[src/rtl/diff_deframe_if.sv]
// Bit-stream in / byte-stream out bundle between the demod slicer, the deframer and the UART TX path.
// header_inverted only exists when DEFRAME_POLARITY_AUTO_EN is defined.
interface diff_deframe_if #(
    parameter int unsigned UART_DATA_WIDTH = 8
);
    logic                       demod_bit;
    logic                       demod_valid;
    logic [UART_DATA_WIDTH-1:0] deframe_uart_data;
    logic                       deframe_uart_valid;
    logic                       uart_deframe_ready;
    logic                       frame_lock;
    logic                       frame_done;
    logic                       byte_overflow;
`ifdef DEFRAME_POLARITY_AUTO_EN
    logic                       header_inverted;

    modport master (
        input  demod_bit, demod_valid, uart_deframe_ready,
        output deframe_uart_data, deframe_uart_valid, frame_lock, frame_done, byte_overflow,
               header_inverted
    );
    modport slave (
        output demod_bit, demod_valid, uart_deframe_ready,
        input  deframe_uart_data, deframe_uart_valid, frame_lock, frame_done, byte_overflow,
               header_inverted
    );
`else
    modport master (
        input  demod_bit, demod_valid, uart_deframe_ready,
        output deframe_uart_data, deframe_uart_valid, frame_lock, frame_done, byte_overflow
    );
    modport slave (
        output demod_bit, demod_valid, uart_deframe_ready,
        input  deframe_uart_data, deframe_uart_valid, frame_lock, frame_done, byte_overflow
    );
`endif
endinterface

[src/rtl/diff_deframe.sv]
// Purpose: find the differentially encoded frame header, diff-decode the payload, pack LSB-first bytes.
// Latency: a byte is valid the cycle after its last bit's valid cycle.
// Backpressure: single output register; an unaccepted byte is overwritten and byte_overflow sticks.
// DEFRAME_POLARITY_AUTO_EN: also lock on the inverted header and report it on header_inverted.
module diff_deframe #(
    parameter int unsigned               FRAME_HEAD_LEN  = 16,
    parameter logic [FRAME_HEAD_LEN-1:0] FRAME_HEAD      = 16'hEB90,
    parameter int unsigned               FRAME_DATA_LEN  = 64,
    parameter int unsigned               UART_DATA_WIDTH = 8
) (
    input logic            sys_clk,
    input logic            rst,
    diff_deframe_if.master bus
);
    typedef enum logic {HUNT = 1'b0, DATA = 1'b1} state_t;

    localparam int unsigned BCW = (UART_DATA_WIDTH > 1) ? $clog2(UART_DATA_WIDTH) : 1;
    localparam logic [15:0]    LAST_BIT      = 16'(FRAME_DATA_LEN - 1);
    localparam logic [BCW-1:0] LAST_BYTE_BIT = BCW'(UART_DATA_WIDTH - 1);

    // Header as the encoder puts it on the wire, starting from reference bit 1.
    function automatic logic [FRAME_HEAD_LEN-1:0] enc_head_f();
        logic [FRAME_HEAD_LEN-1:0] e;
        logic                      r;
        r = 1'b1;
        e = '0;
        for (int i = 0; i < int'(FRAME_HEAD_LEN); i++) begin
            r    = r ^ FRAME_HEAD[i];
            e[i] = r;
        end
        return e;
    endfunction

    localparam logic [FRAME_HEAD_LEN-1:0] ENC_HEAD = enc_head_f();

    state_t                      state_q, state_d;
    logic [FRAME_HEAD_LEN-1:0]   window_q, window_d;
    logic                        prev_raw_q, prev_raw_d;
    logic [15:0]                 bit_cnt_q, bit_cnt_d;
    logic [BCW-1:0]              bcnt_q, bcnt_d;
    logic [UART_DATA_WIDTH-1:0]  shreg_q, shreg_d;
    logic [UART_DATA_WIDTH-1:0]  out_dat_q, out_dat_d;
    logic                        out_vld_q, out_vld_d;
    logic                        lock_q, lock_d;
    logic                        done_q, done_d;
    logic                        ovf_q, ovf_d;
`ifdef DEFRAME_POLARITY_AUTO_EN
    logic                        inv_q, inv_d;
`endif

    logic [FRAME_HEAD_LEN-1:0]   window_sh;
    logic                        decoded;
    logic [UART_DATA_WIDTH-1:0]  byte_new;
    logic                        head_hit;

    always_comb begin
        state_d    = state_q;
        window_d   = window_q;
        prev_raw_d = prev_raw_q;
        bit_cnt_d  = bit_cnt_q;
        bcnt_d     = bcnt_q;
        shreg_d    = shreg_q;
        out_dat_d  = out_dat_q;
        out_vld_d  = out_vld_q;
        lock_d     = lock_q;
        done_d     = 1'b0;
        ovf_d      = ovf_q;
`ifdef DEFRAME_POLARITY_AUTO_EN
        inv_d      = inv_q;
`endif
        window_sh = {bus.demod_bit, window_q[FRAME_HEAD_LEN-1:1]};
        decoded   = bus.demod_bit ^ prev_raw_q;
        byte_new  = {decoded, shreg_q[UART_DATA_WIDTH-1:1]};
        head_hit  = 1'b0;

        if (out_vld_q && bus.uart_deframe_ready) begin
            out_vld_d = 1'b0;
        end

        if (bus.demod_valid) begin
            case (state_q)
                HUNT: begin
                    window_d = window_sh;
                    if (window_sh == ENC_HEAD) begin
                        head_hit = 1'b1;
`ifdef DEFRAME_POLARITY_AUTO_EN
                        inv_d    = 1'b0;
                    end else if (window_sh == ~ENC_HEAD) begin
                        head_hit = 1'b1;
                        inv_d    = 1'b1;
`endif
                    end
                    if (head_hit) begin
                        state_d    = DATA;
                        prev_raw_d = bus.demod_bit;
                        bit_cnt_d  = '0;
                        bcnt_d     = '0;
                        lock_d     = 1'b1;
                    end
                end
                DATA: begin
                    prev_raw_d = bus.demod_bit;
                    shreg_d    = byte_new;
                    bit_cnt_d  = bit_cnt_q + 16'd1;
                    bcnt_d     = bcnt_q + 1'b1;
                    if (bcnt_q == LAST_BYTE_BIT) begin
                        bcnt_d    = '0;
                        out_dat_d = byte_new;
                        out_vld_d = 1'b1;
                        // Same-cycle accept frees the register, so only a held byte counts as lost.
                        if (out_vld_q && !bus.uart_deframe_ready) begin
                            ovf_d = 1'b1;
                        end
                    end
                    if (bit_cnt_q == LAST_BIT) begin
                        state_d    = HUNT;
                        window_d   = '0;
                        prev_raw_d = 1'b1;
                        bit_cnt_d  = '0;
                        lock_d     = 1'b0;
                        done_d     = 1'b1;
                    end
                end
                default: state_d = HUNT;
            endcase
        end
    end

    always_ff @(posedge sys_clk) begin
        if (rst) begin
            state_q    <= HUNT;
            window_q   <= '0;
            prev_raw_q <= 1'b1;
            bit_cnt_q  <= '0;
            bcnt_q     <= '0;
            shreg_q    <= '0;
            out_dat_q  <= '0;
            out_vld_q  <= 1'b0;
            lock_q     <= 1'b0;
            done_q     <= 1'b0;
            ovf_q      <= 1'b0;
`ifdef DEFRAME_POLARITY_AUTO_EN
            inv_q      <= 1'b0;
`endif
        end else begin
            state_q    <= state_d;
            window_q   <= window_d;
            prev_raw_q <= prev_raw_d;
            bit_cnt_q  <= bit_cnt_d;
            bcnt_q     <= bcnt_d;
            shreg_q    <= shreg_d;
            out_dat_q  <= out_dat_d;
            out_vld_q  <= out_vld_d;
            lock_q     <= lock_d;
            done_q     <= done_d;
            ovf_q      <= ovf_d;
`ifdef DEFRAME_POLARITY_AUTO_EN
            inv_q      <= inv_d;
`endif
        end
    end

    assign bus.deframe_uart_data  = out_dat_q;
    assign bus.deframe_uart_valid = out_vld_q;
    assign bus.frame_lock         = lock_q;
    assign bus.frame_done         = done_q;
    assign bus.byte_overflow      = ovf_q;
`ifdef DEFRAME_POLARITY_AUTO_EN
    assign bus.header_inverted    = inv_q;
`endif
endmodule
[src/flat_wrapper.sv]
// flat-port wrapper written by rule: the top's interface ports become plain ports
module diff_deframe_flat 
#(
    parameter int unsigned               FRAME_HEAD_LEN  = 16,
    parameter logic [FRAME_HEAD_LEN-1:0] FRAME_HEAD      = 16'hEB90,
    parameter int unsigned               FRAME_DATA_LEN  = 64,
    parameter int unsigned               UART_DATA_WIDTH = 8
)
  (sys_clk, rst, bus_demod_bit, bus_demod_valid, bus_uart_deframe_ready, bus_deframe_uart_data, bus_deframe_uart_valid, bus_frame_lock, bus_frame_done, bus_byte_overflow);
  diff_deframe_if #(.UART_DATA_WIDTH(UART_DATA_WIDTH)) bus_i ();
  input logic sys_clk;
  input logic rst;
  input wire logic [$bits(bus_i.demod_bit)-1:0] bus_demod_bit;
  input wire logic [$bits(bus_i.demod_valid)-1:0] bus_demod_valid;
  input wire logic [$bits(bus_i.uart_deframe_ready)-1:0] bus_uart_deframe_ready;
  output wire logic [$bits(bus_i.deframe_uart_data)-1:0] bus_deframe_uart_data;
  output wire logic [$bits(bus_i.deframe_uart_valid)-1:0] bus_deframe_uart_valid;
  output wire logic [$bits(bus_i.frame_lock)-1:0] bus_frame_lock;
  output wire logic [$bits(bus_i.frame_done)-1:0] bus_frame_done;
  output wire logic [$bits(bus_i.byte_overflow)-1:0] bus_byte_overflow;
  assign bus_i.demod_bit = bus_demod_bit;
  assign bus_i.demod_valid = bus_demod_valid;
  assign bus_i.uart_deframe_ready = bus_uart_deframe_ready;
  assign bus_deframe_uart_data = bus_i.deframe_uart_data;
  assign bus_deframe_uart_valid = bus_i.deframe_uart_valid;
  assign bus_frame_lock = bus_i.frame_lock;
  assign bus_frame_done = bus_i.frame_done;
  assign bus_byte_overflow = bus_i.byte_overflow;
  diff_deframe #(.FRAME_HEAD_LEN(FRAME_HEAD_LEN), .FRAME_HEAD(FRAME_HEAD), .FRAME_DATA_LEN(FRAME_DATA_LEN), .UART_DATA_WIDTH(UART_DATA_WIDTH)) u_core (.sys_clk(sys_clk), .rst(rst), .bus(bus_i));
endmodule
[config.mk]
export PLATFORM = sky130hd
export DESIGN_NAME = diff_deframe_flat
export DESIGN_NICKNAME = d
export VERILOG_FILES = /design/src/rtl/diff_deframe_if.sv /design/src/rtl/diff_deframe.sv /design/src/flat_wrapper.sv
export SDC_FILE = /design/constraint.sdc
export NUM_CORES = 1
export LEC_CHECK = 0
export ABC_CLOCK_PERIOD_IN_PS = 2100
export BUFFER_PORTS_ARGS = -buffer_cell sky130_fd_sc_hd__buf_2
export CAP_MARGIN = 20
export CORE_MARGIN = 3
export CORE_UTILIZATION = 39
export DETAILED_ROUTE_END_ITERATION = 16
export HOLD_SLACK_MARGIN = 0.05
export PLACE_DENSITY = 0.59
export SLEW_MARGIN = 20
export SYNTH_ARGS = -nofsm -noshare
export SYNTH_HDL_FRONTEND = slang
export SYNTH_SLANG_ARGS = --single-unit
export TNS_END_PERCENT = 5
[constraint.sdc]
create_clock -name sys_clk -period 2.1 [get_ports sys_clk]
set_input_delay 0.21 -clock sys_clk [delete_from_list [all_inputs] [get_ports sys_clk]]
set_output_delay 0.21 -clock sys_clk [all_outputs]
set_load 0.05 [all_outputs]
# Word level (Yosys, flattened, before mapping)
# Index checks and enable logic that the tools add are counted.
[totals] out_inout_bits=12 inputBits=5 ff_bits=57 word_cells=56
[op_classes] muxes=25 add_sub_neg=2 n_eq_ne=5 bitwise=3 reduce_logical=10
[ops] cell="one-hot mux 16 bit (2 select lines)" count=2
[ops] cell="two-way mux 16 bit" count=3
[ops] cell="adder 16 x 1 -> 16 bit (second input constant)" count=1
[ops] cell="equality test 16 bit (second input constant)" count=1
[ops] cell="equality test 16 x 6 -> 1 bit (second input constant)" count=1
[ops] cell="two-way mux 1 bit" count=14
[ops] cell="two-way mux 3 bit" count=2
[ops] cell="one-hot mux 1 bit (2 select lines)" count=3
[ops] cell="one-hot mux 3 bit (2 select lines)" count=1
[ops] cell="AND reduction 2 bit" count=3
[ops] cell="AND reduction 3 bit" count=2
[ops] cell="AND reduction 4 bit" count=1
[ops] cell="adder 3 x 1 -> 3 bit (second input constant)" count=1
[ops] cell="equality test 3 bit (second input constant)" count=1
[ops] cell="OR reduction 3 bit" count=1
[ops] cell="logical AND 1 bit" count=2
[ops] cell="inequality test 2 x 1 -> 1 bit (second input constant)" count=1
[ops] cell="inequality test 2 bit (second input constant)" count=1
[ops] cell="inverter 1 bit" count=2
[ops] cell="logical NOT 1 bit" count=1
[ops] cell="bitwise XOR 1 bit" count=1

# Logic depth before layout (Yosys ltp)
[depth] word_depth=6 mapped_depth=7 mapped_depth_nobuf=6

# Least setup slack after synthesis
# Ideal clock, no wire load.
[synth_timing] kind="flip-flop to flip-flop" from="register u_core.bit_cnt_q[0]" to="register u_core.bit_cnt_q[0]" t_arrival_ps=1566 required_ps=1983 setup_ps=117 path_buffers=1 path_stages_with_launch=8 slack_ps=417 synth_period_minus_slack_ps=1683 cell_sequence="dfxtp_1 > ha_1 > nor3b_1 > nand4_1 > and2_1 > o21bai_2 > buf_2 > nor2_1"
[synth_between] elab_chain_len=3 elab_cells_between_ends=4 classes_between="add/sub: 1; eq/ne: 1; mux: 2"
[synth_lines] item="start: declaration" line_no="diff_deframe.sv:39" rtl="logic [15:0] bit_cnt_q, bit_cnt_d;"
[synth_lines] item="start signal: assignment" line_no="diff_deframe.sv:149" rtl="bit_cnt_q <= bit_cnt_d;"
[synth_lines] item="adder 16 x 1 -> 16 bit or equality test 16 x 6 -> 1 bit (tied branches)" line_no="diff_deframe.sv:104, diff_deframe.sv:115"
[synth_lines] item="two-way mux 16 bit (*)" line_no="diff_deframe.sv:115" rtl="if (bit_cnt_q == LAST_BIT) begin"
[synth_lines] item="one-hot mux 16 bit (2 select lines) (*)" line_no="diff_deframe.sv:81" rtl="case (state_q)"
# Mark *: on every way between the ends. The rest lies on a longest branch, timed or not.
# A chain may end at the register's enable or synchronous reset.

# Final worst setup path
[layout_timing] from="register u_core.window_q[15]" to="register u_core.bit_cnt_q[12]"
[layout_between] elab_chain_len=6
[layout_lines] item="start: declaration" line_no="diff_deframe.sv:37" rtl="logic [FRAME_HEAD_LEN-1:0] window_q, window_d;"
[layout_lines] item="start signal: assignment" line_no="diff_deframe.sv:147" rtl="window_q <= window_d;"
[layout_lines] item="equality test 16 bit" line_no="diff_deframe.sv:84" rtl="if (window_sh == ENC_HEAD) begin"
[layout_lines] item="two-way mux 1 bit" line_no="diff_deframe.sv:84"
[layout_lines] item="two-way mux 1 bit" line_no="diff_deframe.sv:81"
[layout_lines] item="two-way mux 1 bit" line_no="diff_deframe.sv:80" rtl="if (bus.demod_valid) begin"
[layout_lines] item="inequality test 2 x 1 -> 1 bit (no line)"
[layout_lines] item="AND reduction 2 bit (no line)"
# Every way passes these cells. The select of a mux whose other input is x is not followed.

==> results.py <==
metrics = {
    "clock_network": {
        "cts_buffers": 5,
        "ctsHoldBuffers": 0,
        "worstSkewPairLatency_ps": 300,
        "clock-sinks": 55,
        "clkTransAtPathRegs_ps": 100,
        "cts_tree": "built",
        "clock_path_buffers": 2,
        "ctsResizeCount": 0,
        "root_buffer": "clkbuf_8",
        "htree_levels": 2,
        "post_cts_buffers": 0,
    },
    "setup_path": {
        "path_cells": "and4bb_2 > and3_4 > a21oi_4 > nor2_1 > nor4_1",
        "cp-start-kind": "register",
        "critPathTopFamily": "simple AND/OR/NAND/NOR gates",
        "rrSetupSlack_ps": 180,
        "path_max_fanout": 27,
        "end_kind": "register",
        "r2r_start": "u_core.window_q[15]",
        "r2r_cells": 5,
        "path_class": "reg2reg",
        "cpPeakStageDelay_ps": 530,
        "cp.required_ps": 2310,
        "crit_buf_inv": 0,
        "crit_slowest_cell": "a21oi_4",
        "r2r-end": "u_core.bit_cnt_q[12]",
        "arrival_ps": 2130,
    },
    "route": {
        "drc": 0,
        "wire_per_inst_um": 12.92,
        "post_drt_via_cell_ratio": 5.254,
        "drtIter0Drc": 82,
        "vias": 1755,
        "firstDrtPassIters": 4,
        "routed_wl_mm": 4.315,
        "ant_nets": 0,
    },
    "sta": {
        "rsz0062_at_grt": "no",
        "finClkSkew_ps": 6.980,
        "slew_viol_final": 0,
        "hold_viol_final": 0,
        "period_needed_ps": 1918,
        "min_period_over_period": 0.9132,
        "setup_tns_ps": 0,
        "max_freq_mhz": 521.5,
        "tightest_slew_ps": 646.6,
        "setup_viol": 0,
        "slew_headroom": 0.5689,
    },
    "yosys": {
        "synth_simple_gate_area_frac": 0.2278,
        "synth_compound_area_frac": 0.2010,
        "ys_seq_area_frac": 0.5011,
        "synthMuxAreaShare": 0.01822,
        "yosysUniqueCellTypes": 40,
        "netlist_area_um2": 2197,
        "synth_fp_nets": 250,
        "avgSynthCellArea_um2": 9.079,
        "yosys-top-cells-area": "dfxtp_1, a21oi_1, nand2_1",
        "yosysTopAreaCell": "dfxtp_1",
        "synth-edff-count": 0,
        "yosys.area_share.adder": 0.01708,
        "synth_top_area_share": 0.5011,
        "netlist_instances": 242,
        "synth_xor_area_frac": 0.007973,
        "async_flop_share": 0,
        "synth_ff_type": "dfxtp_1",
        "yosys_warnings": 0,
        "synth_top_family_by_area": "simple AND/OR/NAND/NOR gates",
        "ys_seq_elements": 55,
    },
    "power": {
        "p_leak_nw": 0.8851,
        "power_frac_clock": 0.348,
        "sequentialPowerShare": 0.628,
        "switchingPower_mw": 0.3693,
        "power-per-cell-area_nw_per_um2": 672.1,
        "swShare": 0.2217,
        "combPwrFrac": 0.024,
        "internal_power_mw": 1.297,
        "vdd_drop_max_v": 0.0003684,
    },
    "global_routing": {
        "grt_overflow": 0,
        "grt_pass1_vias": 1629,
        "grt_max_degree": 31,
        "grt_usage": 0.1426,
        "grt_pass1_wl_mm": 7.438,
        "antenna_found_initial": 0,
    },
    "min_path": {
        "hold_path_end": "u_core.window_q[15]",
        "holdPathStages": 2,
        "hold_path_class": "in2reg",
        "hold_start": "bus_demod_bit",
    },
    "run": {
        "maxCapViolations": 0,
    },
    "die": {
        "start_util": 0.4169,
        "ioPinCount": 17,
        "die_area_um2": 6570,
        "row_count": 26,
        "die_h_um": 81.06,
        "die_w_um": 81.06,
        "core_um2": 5270,
    },
    "finish": {
        "layout-drive-gt1-share": 0.1477,
        "utilization": 0.4703,
        "fillCellCount": 520,
        "layout_common_cells": "dfxtp_1, nand2_1, a21oi_1",
        "syn_to_final_growth_pct": 12.81,
        "final_nets": 271,
        "antenna_cells": 0,
        "mostFrequentLayoutCell": "dfxtp_1",
    },
    "outcome": {
        "outcome": "complete, no violations",
    },
    "placement": {
        "port_buffers": 16,
        "place_hpwl_mm": 2.895,
        "gp_routability_congestion": 0.7414,
    },
}
[power groups by stage]
stage | Combinational, mW | Sequential, mW | Clock [mW]
2_1_floorplan | 0.0242 | 1.07 | 0
3_3_place_gp | 0.0398 | 1.07 | 0
3_5_place_dp | 0.0395 | 1.07 | 0
4_1_cts | 0.0394 | 1.05 | 0.599
5_1_grt | 0.0438 | 1.05 | 0.647
6_report | 0.0399 | 1.05 | 0.580
[Yosys cell counts, types with 2 or more instances]
cell	number
a211oi_1	2
a21oi_1	31
a22o_1	15
and2_1	2
and3_1	3
buf_2	5
clkbuf_1	5
dfxtp_1	55
ha_1	3
inv_1	3
mux2i_1	4
nand2_1	37
nand3_1	7
nand4_1	6
nor2_1	14
nor3_1	2
nor3b_1	3
nor4_1	5
o21ai_0	6
o31ai_1	5
or3_1	6
or4_1	5
[worst max path at each step]
stage / start / end / slack (ps) / cells after the start
global placement: u_core.bit_cnt_q[0] / u_core.window_q[3] / 100 / 6
global route: u_core.window_q[15] / u_core.bit_cnt_q[10] / 5 / 5
detailed placement: u_core.bit_cnt_q[0] / u_core.window_q[5] / 90 / 6
floorplan: u_core.bit_cnt_q[0] / u_core.bit_cnt_q[0] / 420 / 7
CTS: u_core.bit_cnt_q[0] / u_core.window_q[12] / 80 / 6
finish: u_core.window_q[15] / u_core.bit_cnt_q[12] / 180 / 5
[worst reg2reg max path, delay by kind of cell (launching register included)]
family           cells  cell delay, ps
AND/OR/NAND/NOR      4             920
AO/OA/AOI/OAI        1             530
flip-flops           1             370
[metal layers]
metal | wire length, um | GRT usage | part of all wire
met1 | 2239 | 0.1956 | 0.52
met2 | 1890 | 0.2167 | 0.44
met3 | 131 | 0.04102 | 0.030
met4 | 54 | 0.04392 | 0.013
met5 | 0 | 0 | 0
[metrics by stage]
stage          instances  total power, mW  hold WS [ps]  setup slack [ps]  instance area, um^2
5_1_grt              334            1.738         189.2             5.421                 2479
4_1_cts              334            1.685         174.8             76.59                 2475
3_3_place_gp         326            1.110         439.3             97.57                 2385
2_1_floorplan        242            1.094         326.1             416.8                 2197
6_report             334            1.666         194.2             182.4                 2479
3_5_place_dp         326            1.110         444.0             94.24                 2385
[area by class of cell]
cell class                 count  area (um^2)  area share
clock buffer                   6        72.57     0.02928
clock inverter                 2        17.52    0.007067
inverter                       3        11.26    0.004543
multi-input combinational    173         1041      0.4200
sequential                    55         1101      0.4442
tap                           70        87.58     0.03534
timing repair buffer          25        147.6     0.05957
[sequential cells by signal, summed over array words and instances (netlist names)]
| register | count |
|---|---|
| u_core.bus.deframe_uart_data | 8 |
| u_core.window_q | 15 |
| u_core.bus.frame_lock | 1 |
| u_core.bus.byte_overflow | 1 |
| u_core.bus.frame_done | 1 |
| u_core.bus.deframe_uart_valid | 1 |
| u_core.state_q | 1 |
| u_core.prev_raw_q | 1 |
| u_core.bcnt_q | 3 |
| u_core.shreg_q | 7 |
| u_core.bit_cnt_q | 16 |
[cells by family (layout without fill, tap and decap cells)]
kind of cell	count (synthesis)	in the layout
xor gates and xnor gates	2	2
buffers and inverters	14	36
adders and majority gates	3	3
DFF	55	55
and+or+nand+nor	97	97
muxes	4	4
AOI/OAI and AO/OA	67	67
Note: power is estimated with default switching activity, not from simulation.
